`src/rtl/pulpino_mailbox_ctrl_pkg.sv`:
```
// pulpino_mailbox_ctrl_pkg: shared types for the PULPino mailbox.
// Flag bit positions and TX/RX state encodings.
package pulpino_mailbox_ctrl_pkg;

  localparam int MBOX_W             = 8;
  localparam int MBOX_EXT_VALID_BIT = 0;
  localparam int MBOX_EXT_ACK_BIT   = 1;
  localparam int MBOX_ERR_BIT       = 7;
  localparam int MBOX_P_ACK_BIT     = 0;
  localparam int MBOX_P_VALID_BIT   = 1;

  typedef enum logic [2:0] {
    TX_IDLE     = 3'b000,
    TX_SETUP    = 3'b001,
    TX_WAIT_ACK = 3'b010,
    TX_WAIT_REL = 3'b011,
    TX_ERR      = 3'b100
  } tx_state_e;

  typedef enum logic {
    RX_IDLE     = 1'b0,
    RX_WAIT_REL = 1'b1
  } rx_state_e;

  function automatic logic [MBOX_W-1:0] mbox_flags(
    input logic v,
    input logic a,
    input logic e
  );
    logic [MBOX_W-1:0] f;
    f                     = '0;
    f[MBOX_EXT_VALID_BIT] = v;
    f[MBOX_EXT_ACK_BIT]   = a;
    f[MBOX_ERR_BIT]       = e;
    return f;
  endfunction

endpackage

```
`src/rtl/pulpino_mailbox_ctrl_fifo.sv`:
```
// pulpino_mbox_fifo: synchronous FIFO, head word visible on rd_data.
// Push while full succeeds only together with a pop.
module pulpino_mbox_fifo
  import pulpino_mailbox_ctrl_pkg::*;
#(
  parameter int WIDTH = 8,
  parameter int DEPTH = 16
) (
  input  logic                     clk,
  input  logic                     rst,
  input  logic                     wr_en,
  input  logic [WIDTH-1:0]         wr_data,
  input  logic                     rd_en,
  output logic [WIDTH-1:0]         rd_data,
  output logic                     full,
  output logic                     empty,
  output logic [$clog2(DEPTH):0]   count
);

  localparam int AW = $clog2(DEPTH);

  logic [WIDTH-1:0] mem [DEPTH];
  logic [AW-1:0]    wr_ptr;
  logic [AW-1:0]    rd_ptr;
  logic [AW:0]      cnt;
  logic             wr_ok;
  logic             rd_ok;

  assign full  = (cnt == (AW+1)'(DEPTH));
  assign empty = (cnt == '0);
  assign count = cnt;

  assign rd_data = mem[rd_ptr];
  assign rd_ok   = rd_en && !empty;
  assign wr_ok   = wr_en && (!full || rd_ok);

  // storage array, no reset needed
  always_ff @(posedge clk) begin
    if (wr_ok) mem[wr_ptr] <= wr_data;
  end

  // pointers wrap naturally; occupancy tracks push/pop
  always_ff @(posedge clk) begin
    if (rst) begin
      wr_ptr <= '0;
      rd_ptr <= '0;
      cnt    <= '0;
    end else begin
      if (wr_ok) wr_ptr <= wr_ptr + 1'b1;
      if (rd_ok) rd_ptr <= rd_ptr + 1'b1;
      unique case ({wr_ok, rd_ok})
        2'b10:   cnt <= cnt + 1'b1;
        2'b01:   cnt <= cnt - 1'b1;
        default: cnt <= cnt;
      endcase
    end
  end

endmodule

```
`src/rtl/pulpino_mailbox_ctrl.sv`:
```
// pulpino_mailbox_ctrl: host<->PULPino byte mailbox sequencer.
// TX FIFO + 4-phase TX handshake, one-deep RX buffer.
module pulpino_mailbox_ctrl
  import pulpino_mailbox_ctrl_pkg::*;
#(
  parameter int pFIFO_DEPTH = 16,
  parameter int pTIMEOUT    = 1000,
  parameter int pTIMEOUT_W  = 16
) (
  input  logic                         crypto_clk,
  input  logic                         reset_i,
  input  logic                         tx_wr_en,
  input  logic [7:0]                   tx_wr_data,
  output logic                         tx_full,
  output logic [$clog2(pFIFO_DEPTH):0] tx_count,
  output logic [7:0]                   rx_data,
  output logic                         rx_valid,
  input  logic                         rx_rd_en,
  input  logic                         clear_err,
  input  logic [7:0]                   I_pulpino_data,
  input  logic [7:0]                   I_pulpino_flags,
  output logic [7:0]                   O_ext_data,
  output logic [7:0]                   O_ext_flags,
  output logic                         O_busy,
  output logic                         O_timeout,
  output logic                         O_overflow
);

  localparam logic [pTIMEOUT_W-1:0] TMO =
    pTIMEOUT_W'(pTIMEOUT);
  localparam bit TMO_EN = (pTIMEOUT != 0);

  logic p_ack;
  logic p_valid;
  logic unused_flags;

  assign p_ack        = I_pulpino_flags[MBOX_P_ACK_BIT];
  assign p_valid      = I_pulpino_flags[MBOX_P_VALID_BIT];
  assign unused_flags = ^I_pulpino_flags[7:2];

  logic       fifo_rd;
  logic       fifo_full;
  logic       fifo_empty;
  logic [7:0] fifo_head;
  logic       fifo_ne_q;

  pulpino_mbox_fifo #(
    .WIDTH (8),
    .DEPTH (pFIFO_DEPTH)
  ) u_fifo (
    .clk     (crypto_clk),
    .rst     (reset_i),
    .wr_en   (tx_wr_en),
    .wr_data (tx_wr_data),
    .rd_en   (fifo_rd),
    .rd_data (fifo_head),
    .full    (fifo_full),
    .empty   (fifo_empty),
    .count   (tx_count)
  );

  assign tx_full = fifo_full;

  tx_state_e             tx_state_q, tx_state_d;
  logic [pTIMEOUT_W-1:0] cnt_q, cnt_d, cnt_inc;
  logic [7:0]            ext_data_q, ext_data_d;
  logic                  ext_valid_q, ext_valid_d;
  logic                  tmo_hit;
  logic                  ovf_hit;
  logic                  timeout_q, timeout_d;
  logic                  overflow_q, overflow_d;
  logic                  err_q, err_d;

  rx_state_e  rx_state_q, rx_state_d;
  logic [7:0] rx_data_q, rx_data_d;
  logic       rx_valid_q, rx_valid_d;
  logic       ext_ack_q, ext_ack_d;

  assign cnt_inc = cnt_q + 1'b1;

  // TX next-state: pop, present data, raise VALID, await ACK/release
  always_comb begin
    tx_state_d  = tx_state_q;
    cnt_d       = cnt_q;
    ext_data_d  = ext_data_q;
    ext_valid_d = ext_valid_q;
    fifo_rd     = 1'b0;
    tmo_hit     = 1'b0;
    unique case (tx_state_q)
      TX_IDLE: begin
        if (fifo_ne_q && !fifo_empty) begin
          fifo_rd    = 1'b1;
          ext_data_d = fifo_head;
          tx_state_d = TX_SETUP;
        end
      end
      TX_SETUP: begin
        ext_valid_d = 1'b1;
        cnt_d       = '0;
        tx_state_d  = TX_WAIT_ACK;
      end
      TX_WAIT_ACK: begin
        if (p_ack) begin
          ext_valid_d = 1'b0;
          cnt_d       = '0;
          tx_state_d  = TX_WAIT_REL;
        end else if (TMO_EN && cnt_inc == TMO) begin
          tmo_hit     = 1'b1;
          ext_valid_d = 1'b0;
          cnt_d       = '0;
          tx_state_d  = TX_ERR;
        end else begin
          cnt_d = cnt_inc;
        end
      end
      TX_WAIT_REL: begin
        if (!p_ack) begin
          cnt_d      = '0;
          tx_state_d = TX_IDLE;
        end else if (TMO_EN && cnt_inc == TMO) begin
          tmo_hit    = 1'b1;
          cnt_d      = '0;
          tx_state_d = TX_ERR;
        end else begin
          cnt_d = cnt_inc;
        end
      end
      TX_ERR: begin
        if (clear_err) tx_state_d = TX_IDLE;
      end
      default: tx_state_d = TX_IDLE;
    endcase
  end

  // sticky errors: a new error wins over clear_err
  always_comb begin
    ovf_hit    = tx_wr_en && fifo_full && !fifo_rd;
    timeout_d  = tmo_hit | (timeout_q & ~clear_err);
    err_d      = tmo_hit | (err_q & ~clear_err);
    overflow_d = ovf_hit | (overflow_q & ~clear_err);
  end

  // RX next-state: capture when buffer free, hold ACK until release
  always_comb begin
    rx_state_d = rx_state_q;
    rx_data_d  = rx_data_q;
    rx_valid_d = rx_valid_q;
    ext_ack_d  = ext_ack_q;
    if (rx_rd_en && rx_valid_q) rx_valid_d = 1'b0;
    unique case (rx_state_q)
      RX_IDLE: begin
        if (p_valid && !rx_valid_q) begin
          rx_data_d  = I_pulpino_data;
          rx_valid_d = 1'b1;
          ext_ack_d  = 1'b1;
          rx_state_d = RX_WAIT_REL;
        end
      end
      RX_WAIT_REL: begin
        if (!p_valid) begin
          ext_ack_d  = 1'b0;
          rx_state_d = RX_IDLE;
        end
      end
      default: rx_state_d = RX_IDLE;
    endcase
  end

  // TX state, counter and error registers
  always_ff @(posedge crypto_clk) begin
    if (reset_i) begin
      tx_state_q  <= TX_IDLE;
      cnt_q       <= '0;
      ext_data_q  <= '0;
      ext_valid_q <= 1'b0;
      fifo_ne_q   <= 1'b0;
      timeout_q   <= 1'b0;
      overflow_q  <= 1'b0;
      err_q       <= 1'b0;
    end else begin
      tx_state_q  <= tx_state_d;
      cnt_q       <= cnt_d;
      ext_data_q  <= ext_data_d;
      ext_valid_q <= ext_valid_d;
      fifo_ne_q   <= !fifo_empty;
      timeout_q   <= timeout_d;
      overflow_q  <= overflow_d;
      err_q       <= err_d;
    end
  end

  // RX state and capture registers
  always_ff @(posedge crypto_clk) begin
    if (reset_i) begin
      rx_state_q <= RX_IDLE;
      rx_data_q  <= '0;
      rx_valid_q <= 1'b0;
      ext_ack_q  <= 1'b0;
    end else begin
      rx_state_q <= rx_state_d;
      rx_data_q  <= rx_data_d;
      rx_valid_q <= rx_valid_d;
      ext_ack_q  <= ext_ack_d;
    end
  end

  assign O_ext_data  = ext_data_q;
  assign O_ext_flags = mbox_flags(ext_valid_q, ext_ack_q, err_q);
  assign O_busy      = (tx_state_q != TX_IDLE) || !fifo_empty;
  assign O_timeout   = timeout_q;
  assign O_overflow  = overflow_q;
  assign rx_data     = rx_data_q;
  assign rx_valid    = rx_valid_q;

endmodule
```
`config.mk`:
```
export PLATFORM = sky130hd
export DESIGN_NAME = pulpino_mailbox_ctrl
export DESIGN_NICKNAME = d
export VERILOG_FILES = /design/src/rtl/pulpino_mailbox_ctrl_pkg.sv /design/src/rtl/pulpino_mailbox_ctrl_fifo.sv /design/src/rtl/pulpino_mailbox_ctrl.sv
export SDC_FILE = /design/constraint.sdc
export NUM_CORES = 1
export LEC_CHECK = 0
export CAP_MARGIN = 25
export CORE_ASPECT_RATIO = 0.5
export CORE_MARGIN = 2
export CORE_UTILIZATION = 30
export CTS_CLUSTER_SIZE = 28
export DETAILED_ROUTE_END_ITERATION = 7
export PLACE_DENSITY = 0.46
export SLEW_MARGIN = 20
export SYNTH_ARGS = -nofsm -noshare
export SYNTH_HDL_FRONTEND = slang
export SYNTH_SLANG_ARGS = --single-unit
```
`constraint.sdc`:
```
create_clock -name crypto_clk -period 5.8 [get_ports crypto_clk]
set_clock_uncertainty 0.15 [all_clocks]
set_input_delay 1.16 -clock crypto_clk [delete_from_list [all_inputs] [get_ports crypto_clk]]
set_output_delay 1.16 -clock crypto_clk [all_outputs]
set_load 0.005 [all_outputs]
```
==> Implementation_results.wiki <==
{| class="wikitable"
! Metric !! Value
|-
| Status || complete, no violations
|-
| Detailed Route Iter0 Violations || 478
|-
| Share of final-layout standard cells stronger than drive strength 1 || 15.1%
|-
| Overall power consumption || 3.20 mW
|-
| CTS Buffer Depth || 2
|-
| Area enclosed by the die boundary || 27600 sq um
|-
| Yosys top cell by area || edfxtp_1
|-
| Post-CTS setup repair buffer count || 0
|-
| Post-route DRC violation count || 0
|-
| Period utilisation layout || 69.3%
|-
| Worst supply voltage drop on vdd || 173 uV
|-
| Antenna Diode Count || 0
|-
| Vias/cell || 4.78
|-
| Class of the tightest hold or removal check || reg2reg
|-
| Min-delay src || O_ext_data[2]$_SDFFE_PP0N_
|-
| Gates resized, CTS repair || 0
|-
| Post-DP HPWL || 11400 um
|-
| Register share of total power || 47.7%
|-
| Cell types occupying the most area after synthesis || edfxtp_1 (49%), dfxtp_1 (14%), mux4_2 (11%)
|-
| FF+latch count, synth || 184
|-
| Count of port buffers added during placement || 51
|-
| Destination of the worst hold path || O_ext_data[2]$_SDFFE_PP0N_
|-
| Post-Syn Area || 7860 sq um
|-
| Placement Rows || 41
|-
| Reg2reg start || u_fifo.count[1]$_SDFFE_PP0P_
|-
| Arrival time worst endpoint || 4.22 ns
|-
| Vias || 4628
|-
| Net switching share of the total power || 26.4%
|-
| Placed cells || 935
|-
| Number of CTS-inserted buffers || 17
|-
| Antenna violation net count after detailed routing || 0
|-
| Routed wirelength normalized by instance count || 17.9 um
|-
| Post-Route Setup TNS || 0 ns
|-
| Max-slew violation count || 0
|-
| Total I/O pin count || 63
|-
| Cell-internal power || 2.36 mW
|-
| Leakage power figure || 3.02 nW
|-
| Clock power share || 36.7%
|-
| Drt first pass iters || 4
|-
| Clock insertion delay at the later pin of the skew report || 0.44 ns
|-
| Startpoint type of the worst setup path || flop
|-
| Post-place setup slack || 1.73 ns
|-
| Die width || 233 um
|-
| Wire length of the first global-routing pass || 27300 um
|-
| Area share of the leading cell type in the synthesized netlist || 48.9%
|-
| Register-to-Register Path Depth || 13
|-
| Max-capacitance violation count || 0
|-
| Nets || 651
|-
| Critical path data required time || 6.01 ns
|-
| Average size of a mapped cell || 13.8 sq um
|-
| Pin count of the biggest net entering global routing || 50
|-
| Final number of setup-violating endpoints || 0
|-
| Setup crit end kind || flop
|-
| Actual transition at the worst max-transition pin || 0.956 ns
|-
| Source of the critical timing path || u_fifo.count[1]$_SDFFE_PP0P_
|-
| WL final || 17300 um
|-
| Peak fanout along the critical path || 14
|-
| Sink Count || 184
|-
| Aggregate global-route resource usage || 13.3%
|-
| Number of warnings reported in the yosys synthesis log || 0
|-
| Gate count of the mapped netlist || 569
|-
| Setup repair after global routing missed its margin || false
|-
| Hold violation total from the final report || 0
|-
| Number of enable flip-flop cells after synthesis || 128
|-
| Number of different library cells in the post-synthesis netlist || 60
|-
| TritonCTS clock tree || done
|-
| FFs w/ async S/R, synth || 0%
|-
| Sequential share of the synthesized area || 63.2%
|-
| Combinational group share of total power || 15.6%
|-
| Clock slew at reported path FFs || 0.07 ns
|-
| Growth of design area from synthesis to finish || 18.1%
|-
| Total power divided by cell area || 345 nW/um^2
|-
| Level count of the clock H-tree || 4
|-
| Core Footprint || 25400 sq um
|-
| Initial antenna violation count || 0
|-
| Slew HR || 36.1%
|-
| CTS Hold Buffers Added || 0
|-
| Internal reg-to-reg setup slack || 1.78 ns
|-
| Root Buffer || clkbuf_16
|-
| Hold Path Cell Cnt || 2
|-
| CP Class || reg2reg
|-
| Post-synth top flop || edfxtp_1
|-
| Final instance count without filler cells || 968
|-
| RR Endpoint || u_fifo.count[4]$_SDFFE_PP0P_
|-
| Crit path setup slack, layout || 1.78 ns
|-
| Height of the die || 118 um
|-
| Switch Pwr || 0.846 mW
|-
| Remaining global-route overflow || 0
|-
| Post-layout min period || 4.02 ns
|-
| Via count of the first global-routing pass || 4588
|-
| Effective utilization at floorplan || 30.9%
|-
| Placer's final routability congestion estimate || 0.756
|-
| Highest clock frequency the design can meet || 0.249 GHz
|}
-- Yosys cell counts (2+ instances only) --
cell type / n
edfxtp_1: 128
and3_1: 6
dfxtp_1: 56
o22ai_1: 4
a21oi_1: 27
nand3_1: 7
mux2i_1: 10
nand4_1: 6
xor2_1: 11
or4_1: 2
inv_1: 10
mux4_2: 40
clkbuf_1: 20
nand2b_1: 9
and4_1: 3
a311oi_1: 2
o31ai_1: 2
a211o_1: 4
a22oi_1: 4
buf_4: 12
buf_1: 5
o21ai_0: 17
nor3b_1: 5
or3_1: 2
buf_2: 5
nor3_1: 13
xnor2_1: 4
nand3b_1: 3
nand2_1: 51
nor2_1: 59
a21o_1: 2
nor4_1: 2
ha_1: 11
-- metrics by stage --
| step | cell area (sq um) | hold WS (ns) | utilization (%) |
|---|---|---|---|
| 2_1_floorplan | 7870 | 0.294 | - |
| 3_3_place_gp | 8640 | 0.303 | 34.0 |
| 3_5_place_dp | 8680 | 0.301 | 34.1 |
| 4_1_cts | 9270 | 0.311 | 36.4 |
| 5_1_grt | 9280 | 0.327 | 36.5 |
| 6_report | 9280 | 0.310 | 36.5 |
-- registers in the layout, indices dropped and copies added, names as in the netlist, 3 cells and up --
| signal | flops |
|---|---|
| O_ext_data | 8 |
| cnt_q | 16 |
| rx_data | 8 |
| tx_state_q | 3 |
| u_fifo.count | 5 |
| u_fifo.mem | 128 |
| u_fifo.rd_ptr | 4 |
| u_fifo.wr_ptr | 4 |
-- worst max-delay path by stage --
stage	endpoint	slack (ns)	depth (start not counted)
floorplan	u_fifo.count[4]$_SDFFE_PP0P_	2.34	16
global placement	u_fifo.count[4]$_SDFFE_PP0P_	1.72	12
detailed placement	u_fifo.count[4]$_SDFFE_PP0P_	1.73	12
CTS	u_fifo.count[4]$_SDFFE_PP0P_	1.75	13
global route	u_fifo.count[4]$_SDFFE_PP0P_	1.32	13
finish	u_fifo.count[4]$_SDFFE_PP0P_	1.78	13
-- power groups by stage --
stage	clock network, mW	registers, mW	logic (mW)
6_report	1.18	1.53	0.499
5_1_grt	1.26	1.54	0.559
4_1_cts	1.21	1.53	0.514
3_5_place_dp	0	1.56	0.512
3_3_place_gp	0	1.56	0.506
2_1_floorplan	0	1.51	0.360
-- cell families (layout without fill, tap and decap cells) --
group / after synthesis / after routing / share of synthesized area, %
flip-flops: 184 / 184 / 63.2
AO/OA/AOI/OAI: 73 / 73 / 5.84
adder cells (fa/ha/maj): 11 / 11 / 1.75
other: 1 / 5 / 0.0477
multiplexers: 51 / 51 / 12.9
AND/OR/NAND/NOR: 180 / 180 / 11.2
XOR/XNOR: 15 / 15 / 1.67
buffers and inverters: 54 / 105 / 3.34
-- per-layer routing --
layer	vias to the layer above	track usage, %	wire [um]
li1	2208	-	-
met1	2355	18.1	8260
met2	61	21.0	8370
met3	4	3.57	592
met4	0	3.58	99
met5	-	0	0
-- cell usage in the layout, fill, tap and decap left out, types with 4 or more instances in the layout --
master             n
edfxtp_1         128
nor2_1            59
dfxtp_1           55
nand2_1           51
clkdlybuf4s50_1   50
mux4_2            40
a21oi_1           27
o21ai_0           17
clkbuf_16         17
nor3_1            13
xor2_1            11
ha_1              11
inv_1             10
mux2i_1           10
nand2b_1           9
buf_4              8
nand3_1            7
and3_1             6
nand4_1            6
nor3b_1            5
conb_1             5
o22ai_1            4
a22oi_1            4
xnor2_1            4
a211o_1            4
-- critical path: stages, from the launching register on --
cell,delay (ns)
dfxtp_1,0.41
or4_1,0.57
o21ai_0,0.27
or4_1,0.43
inv_1,0.35
ha_1,0.41
xor2_1,0.18
ha_1,0.22
o21ai_0,0.15
a21oi_1,0.09
a21oi_1,0.17
xor2_1,0.09
or3_1,0.31
a21oi_1,0.14
-- cell type report --
class,count,area [sq um]
well taps,344,430
inverters,10,37.5
clock buffers,17,425
flip-flops and latches,184,4970
repair buffers,63,604
clock inverters,15,169
fillers,2443,16200
multi-input cells,335,2650
No activity file was read; power rests on OpenSTA's default activity.
